--- src/rtl/pipeline_hazard_ctrl.sv ---
// Pipeline hazard controller: branch flush, PC stack-op stall and load-use
// bubble insertion for a three-stage F / D / EM pipeline, with a saturating
// count of front-end stall cycles.
//
// state    | meaning
// ---------+--------------------------------------------------------------
// IDLE     | no multi-cycle operation in progress; new hazards evaluated
// LU_STALL | extra load-use bubble cycles; F/D held, D/EM flushed
// STACK    | PC push/pop occupying the memory port; F/D and D/EM held,
//          | cnt==0 is the release cycle

module pipeline_hazard_ctrl #(
  parameter int REG_ADDR_W      = 3,
  parameter int STACK_OP_CYCLES = 2,
  parameter int LOAD_USE_STALL  = 1,
  parameter int CNT_W           = 16
) (
  input  logic                  i_clk,
  input  logic                  i_reset,
  input  logic                  i_branch_decision,
  input  logic                  i_push_pc,
  input  logic                  i_pop_pc,
  input  logic                  i_mem_read_em,
  input  logic [REG_ADDR_W-1:0] i_rd_em,
  input  logic [REG_ADDR_W-1:0] i_rs1_d,
  input  logic [REG_ADDR_W-1:0] i_rs2_d,
  input  logic                  i_rs1_used_d,
  input  logic                  i_rs2_used_d,
  output logic                  o_flush_f_d,
  output logic                  o_flush_d_em,
  output logic                  o_stall_f_d,
  output logic                  o_stall_d_em,
  output logic                  o_branch_decision,
  output logic                  o_busy,
  output logic [CNT_W-1:0]      o_stall_count
);

  typedef enum logic [1:0] {
    IDLE     = 2'd0,
    LU_STALL = 2'd1,
    STACK    = 2'd2
  } state_t;

  // Counter reload values; guarded so a parameter of 1 never goes negative.
  localparam int         STACK_INIT_I = (STACK_OP_CYCLES > 1) ? STACK_OP_CYCLES - 2 : 0;
  localparam int         LU_INIT_I    = (LOAD_USE_STALL > 1) ? LOAD_USE_STALL - 2 : 0;
  localparam logic [3:0] STACK_INIT   = 4'(STACK_INIT_I);
  localparam logic [3:0] LU_INIT      = 4'(LU_INIT_I);

  state_t           state;
  state_t           state_nxt;
  logic [3:0]       cnt;
  logic [3:0]       cnt_nxt;
  logic [CNT_W-1:0] stall_cnt;
  logic             load_use;
  logic             stack_op;

  assign load_use = i_mem_read_em &&
                    ((i_rs1_used_d && (i_rs1_d == i_rd_em)) ||
                     (i_rs2_used_d && (i_rs2_d == i_rd_em)));
  assign stack_op = i_push_pc | i_pop_pc;

  // State and down-counter registers.
  always_ff @(posedge i_clk) begin
    if (i_reset) begin
      state <= IDLE;
      cnt   <= '0;
    end else begin
      state <= state_nxt;
      cnt   <= cnt_nxt;
    end
  end

  // Next-state and output decode; priority is reset > branch > stack > load-use.
  always_comb begin
    state_nxt         = state;
    cnt_nxt           = cnt;
    o_flush_f_d       = 1'b0;
    o_flush_d_em      = 1'b0;
    o_stall_f_d       = 1'b0;
    o_stall_d_em      = 1'b0;
    o_branch_decision = 1'b0;
    o_busy            = 1'b0;

    if (i_reset) begin
      state_nxt = IDLE;
      cnt_nxt   = '0;
    end else begin
      o_busy = (state != IDLE);
      if (i_branch_decision) begin
        o_flush_f_d       = 1'b1;
        o_flush_d_em      = 1'b1;
        o_branch_decision = 1'b1;
        state_nxt         = IDLE;
        cnt_nxt           = '0;
      end else begin
        case (state)
          IDLE: begin
            if (stack_op) begin
              // A single-cycle stack op fits in the normal EM slot.
              if (STACK_OP_CYCLES > 1) begin
                o_stall_f_d  = 1'b1;
                o_stall_d_em = 1'b1;
                state_nxt    = STACK;
                cnt_nxt      = STACK_INIT;
              end
            end else if (load_use) begin
              o_stall_f_d  = 1'b1;
              o_flush_d_em = 1'b1;
              if (LOAD_USE_STALL > 1) begin
                state_nxt = LU_STALL;
                cnt_nxt   = LU_INIT;
              end
            end
          end
          LU_STALL: begin
            o_stall_f_d  = 1'b1;
            o_flush_d_em = 1'b1;
            if (cnt != 4'd0) begin
              cnt_nxt = cnt - 4'd1;
            end else begin
              state_nxt = IDLE;
            end
          end
          STACK: begin
            if (cnt != 4'd0) begin
              o_stall_f_d  = 1'b1;
              o_stall_d_em = 1'b1;
              cnt_nxt      = cnt - 4'd1;
            end else begin
              // Release cycle: the same push/pop is still in EM, do not restart.
              state_nxt = IDLE;
            end
          end
          default: begin
            state_nxt = IDLE;
            cnt_nxt   = '0;
          end
        endcase
      end
    end
  end

  // Saturating count of cycles in which the front end was held.
  always_ff @(posedge i_clk) begin
    if (i_reset) begin
      stall_cnt <= '0;
    end else if (o_stall_f_d && (stall_cnt != {CNT_W{1'b1}})) begin
      stall_cnt <= stall_cnt + 1'b1;
    end
  end

  // Reset forces every output low in the same cycle, including the count.
  assign o_stall_count = i_reset ? '0 : stall_cnt;

endmodule

--- config.mk ---
export PLATFORM = sky130hd
export DESIGN_NAME = pipeline_hazard_ctrl
export DESIGN_NICKNAME = d
export VERILOG_FILES = /design/src/rtl/pipeline_hazard_ctrl.sv
export SDC_FILE = /design/constraint.sdc
export NUM_CORES = 1
export LEC_CHECK = 0
export BUFFER_PORTS_ARGS = -buffer_cell sky130_fd_sc_hd__buf_2
export CAP_MARGIN = 40
export CORE_ASPECT_RATIO = 0.7
export CORE_MARGIN = 5
export CORE_UTILIZATION = 48
export CTS_BUF_LIST = sky130_fd_sc_hd__clkbuf_4
export DETAILED_ROUTE_END_ITERATION = 7
export HOLD_SLACK_MARGIN = 0.06
export PLACE_DENSITY = 0.89
export SYNTH_ARGS = -nofsm -noshare
export SYNTH_HDL_FRONTEND = slang
export SYNTH_SLANG_ARGS = --single-unit
--- constraint.sdc ---
create_clock -name i_clk -period 2.1 [get_ports i_clk]
set_input_delay 0.315 -clock i_clk [delete_from_list [all_inputs] [get_ports i_clk]]
set_output_delay 0.315 -clock i_clk [all_outputs]
set_load 0.005 [all_outputs]
==> flow_metrics.py <==
metrics = {
    "drt": {
        "drc_errors": 0,
        "wl_per_cell_um": 13.9,
        "drtIter0Drc": 75,
        "drt_wl_total_mm": 3.40,
        "vias_per_cell": 5.48,
        "num_vias": 1343,
        "drt_first_pass_iters": 4,
        "ant_nets": 0,
    },
    "grt": {
        "grt_pass1_vias": 1206,
        "met1_usage_pct": 24.0,
        "grtUsageMet2_pct": 27.8,
        "grt_util_met3_pct": 5.22,
        "grt_busiest_layer": "met2",
        "grt_overflow": 0,
        "grt_usage_pct": 17.8,
        "grt_first_pass_wirelength_mm": 5.41,
        "antenna_found_initial": 0,
        "grt_max_degree": 34,
    },
    "cts": {
        "cts_tree": "built",
        "clockBufferDepth": 2,
        "clock_sinks": 21,
        "clk_latency_ps": 320,
        "clk_pin_slew_ps": 120,
        "h-tree-depth": 1,
        "cts_inserted_buffers": 3,
        "hold_buffers": 0,
        "root_buffer": "clkbuf_4",
    },
    "timing": {
        "slew_viol_final": 0,
        "finalCriticalPeriod_ps": 2020,
        "tightest_slew_ps": 391,
        "slew_headroom_pct": 73.8,
        "setup_violations": 0,
        "fin_crit_sh_pct": 96.1,
        "hold_violations": 0,
        "finClkSkew_ps": 9.82,
        "setup_tns_ps": 0,
        "fmax_ghz": 0.496,
        "rsz0062_at_grt": "false",
    },
    "pwr": {
        "vdd_drop_max_mv": 0.233,
        "design_power_total_mw": 0.770,
        "powerDensity_mw_per_mm2": 449,
        "power_leakage_nw": 0.727,
    },
    "die": {
        "initial_core_util_pct": 51.7,
        "chipWidth_um": 72.7,
        "rows": 15,
        "die_area_mm2": 0.00391,
        "die_h_um": 53.9,
        "core_mm2": 0.00255,
        "pin_count": 39,
    },
    "place": {
        "placed_cells": 238,
        "dp_hpwl_mm": 2.52,
        "place.gp.congestion": 0.948,
        "place_area_mm2": 0.00160,
        "io_buffer_count": 38,
    },
    "yosys": {
        "syn-cell-area_mm2": 0.00132,
        "yosys_register_bits": 21,
        "ys_types": 39,
        "syn_nets": 181,
        "synthFlopType": "dfxtp_1",
        "yosysWarnings": 0,
        "ys_seq_area_share_pct": 31.9,
        "avgSynthCellArea_um2": 8.19,
        "synthArstFlopShare_pct": 0,
        "synth_edf_count": 0,
        "postSynthCellCount": 161,
    },
    "outcome": {
        "status": "completed",
    },
    "setup_path": {
        "slowest_delay_ps": 350,
        "path_delay_family": "simple AND/OR/NAND/NOR gates",
        "crit_chain": "inv_1 -> ha_1 -> nor4bb_4 -> buf_4 -> or2_4 -> nor3_2 -> buf_2",
        "required_ps": 1780,
        "crit_fanout": 5,
        "arrival_ps": 1700,
        "cp.buffers_inverters": 3,
        "startpoint_type": "flop",
        "crit_type": "flop to output port",
        "crit_slowest_cell": "dfxtp_2",
        "cp-end-kind": "output port",
    },
    "finish": {
        "postLayoutCoreUtil_pct": 67.2,
        "stdcell_area_mm2": 0.00171,
        "num_antenna_cells": 0,
        "drive_above_1_share_pct": 38.4,
        "area_growth_pct": 30.0,
        "stdcell_count": 245,
        "nets": 232,
    },
    "job": {
        "maxCapViolations": 0,
    },
    "worst_hold_path": {
        "min_path_type": "input pin to flop",
    },
}
## metrics by stage
stage / hold slack [ps] / setup WS (ps)
6_report: 251 / 82.8
3_5_place_dp: 479 / -97.7
2_1_floorplan: 392 / 29.8
5_1_grt: 255 / 4.11
4_1_cts: 239 / 3.16
3_3_place_gp: 476 / -2.58
## registers in the layout, summed over array words and instances (netlist names)
register and count:
cnt 4, stall_cnt 16, state 1
## power by group
part           total (mW)  internal, mW  switching (mW)  leakage, nW
sequential          0.413         0.406         0.00665        0.170
clock               0.217        0.0872           0.129       0.0184
combinational       0.141        0.0694          0.0715        0.538
## cell usage after synthesis (all sizes together) (2+ instances only)
| cell type | count | share of area [%] |
|---|---|---|
| xnor2 | 4 | 2.7 |
| dfxtp | 21 | 32 |
| or4 | 4 | 2.3 |
| nand3 | 6 | 2.3 |
| a21oi | 8 | 3.0 |
| nand4 | 3 | 1.4 |
| buf | 5 | 2.7 |
| nor3 | 9 | 3.4 |
| inv | 9 | 2.6 |
| nor4 | 2 | 0.95 |
| nand2 | 7 | 2.0 |
| nand2b | 3 | 2.0 |
| mux2 | 11 | 9.4 |
| ha | 3 | 2.8 |
| nor2b | 12 | 5.7 |
| o31ai | 5 | 2.8 |
| o41ai | 2 | 1.3 |
| or2 | 4 | 1.9 |
| and4 | 2 | 1.3 |
| clkbuf | 2 | 0.57 |
| xor2 | 4 | 2.7 |
| o211ai | 2 | 1.1 |
| o21ai | 2 | 0.76 |
| nor2 | 22 | 6.5 |
## final timing paths
check                                     end               from  cells past startpoint  slack, ps
worst max-delay path             o_stall_d_em             cnt[0]                      7         80
worst min-delay path                   cnt[0]  i_branch_decision                      2        250
worst max register to register  stall_cnt[15]             cnt[0]                      7         90
worst min register to register  stall_cnt[15]      stall_cnt[15]                      2        500
## per-layer routing
metal | vias to the layer above | part of all wire (%) | wire [um]
li1 | 669 | - | -
met1 | 621 | 48 | 1630
met2 | 47 | 44 | 1510
met3 | 6 | 6.2 | 212
met4 | 0 | 1.5 | 50
met5 | - | 0 | 0
## placed cells by master (no fill, tap or decap), drive strengths merged, types with 4 or more instances in the layout
cell type   n
nand3       6
or2         4
nor2b      12
nor2       22
mux2       11
nand2       7
nor3        9
clkbuf      4
xnor2       4
a21oi       8
o31ai       5
buf        53
or4         4
xor2        4
dfxtp      21
inv         9
## cell type report
cell class	instances	area [um^2]
Inverter	9	33.8
Fill cell	212	838
Timing Repair Buffer	53	303
Sequential cell	21	422
Clock buffer	4	30.0
Multi-Input combinational cell	124	883
Tap cell	34	42.5
## cells by family (layout without fill, tap and decap cells)
| kind of cell | count (synthesis) | after routing | synth area share (%) |
|---|---|---|---|
| flip-flops | 21 | 21 | 31.9 |
| AND/OR/NAND/NOR | 79 | 79 | 33.1 |
| AO/OA/AOI/OAI | 23 | 23 | 11.7 |
| multiplexers | 11 | 11 | 9.39 |
| adder cells (fa/ha/maj) | 3 | 3 | 2.85 |
| buffers and inverters | 16 | 66 | 5.79 |
| XOR/XNOR | 8 | 8 | 5.31 |
## what timing repair did
action,4_1_cts,5_1_grt
gates resized for setup,7,7
endpoints found under the setup margin,4,8
pin swaps,0,2
buffers inserted,0,3
No activity file was read; power rests on OpenSTA's default activity.
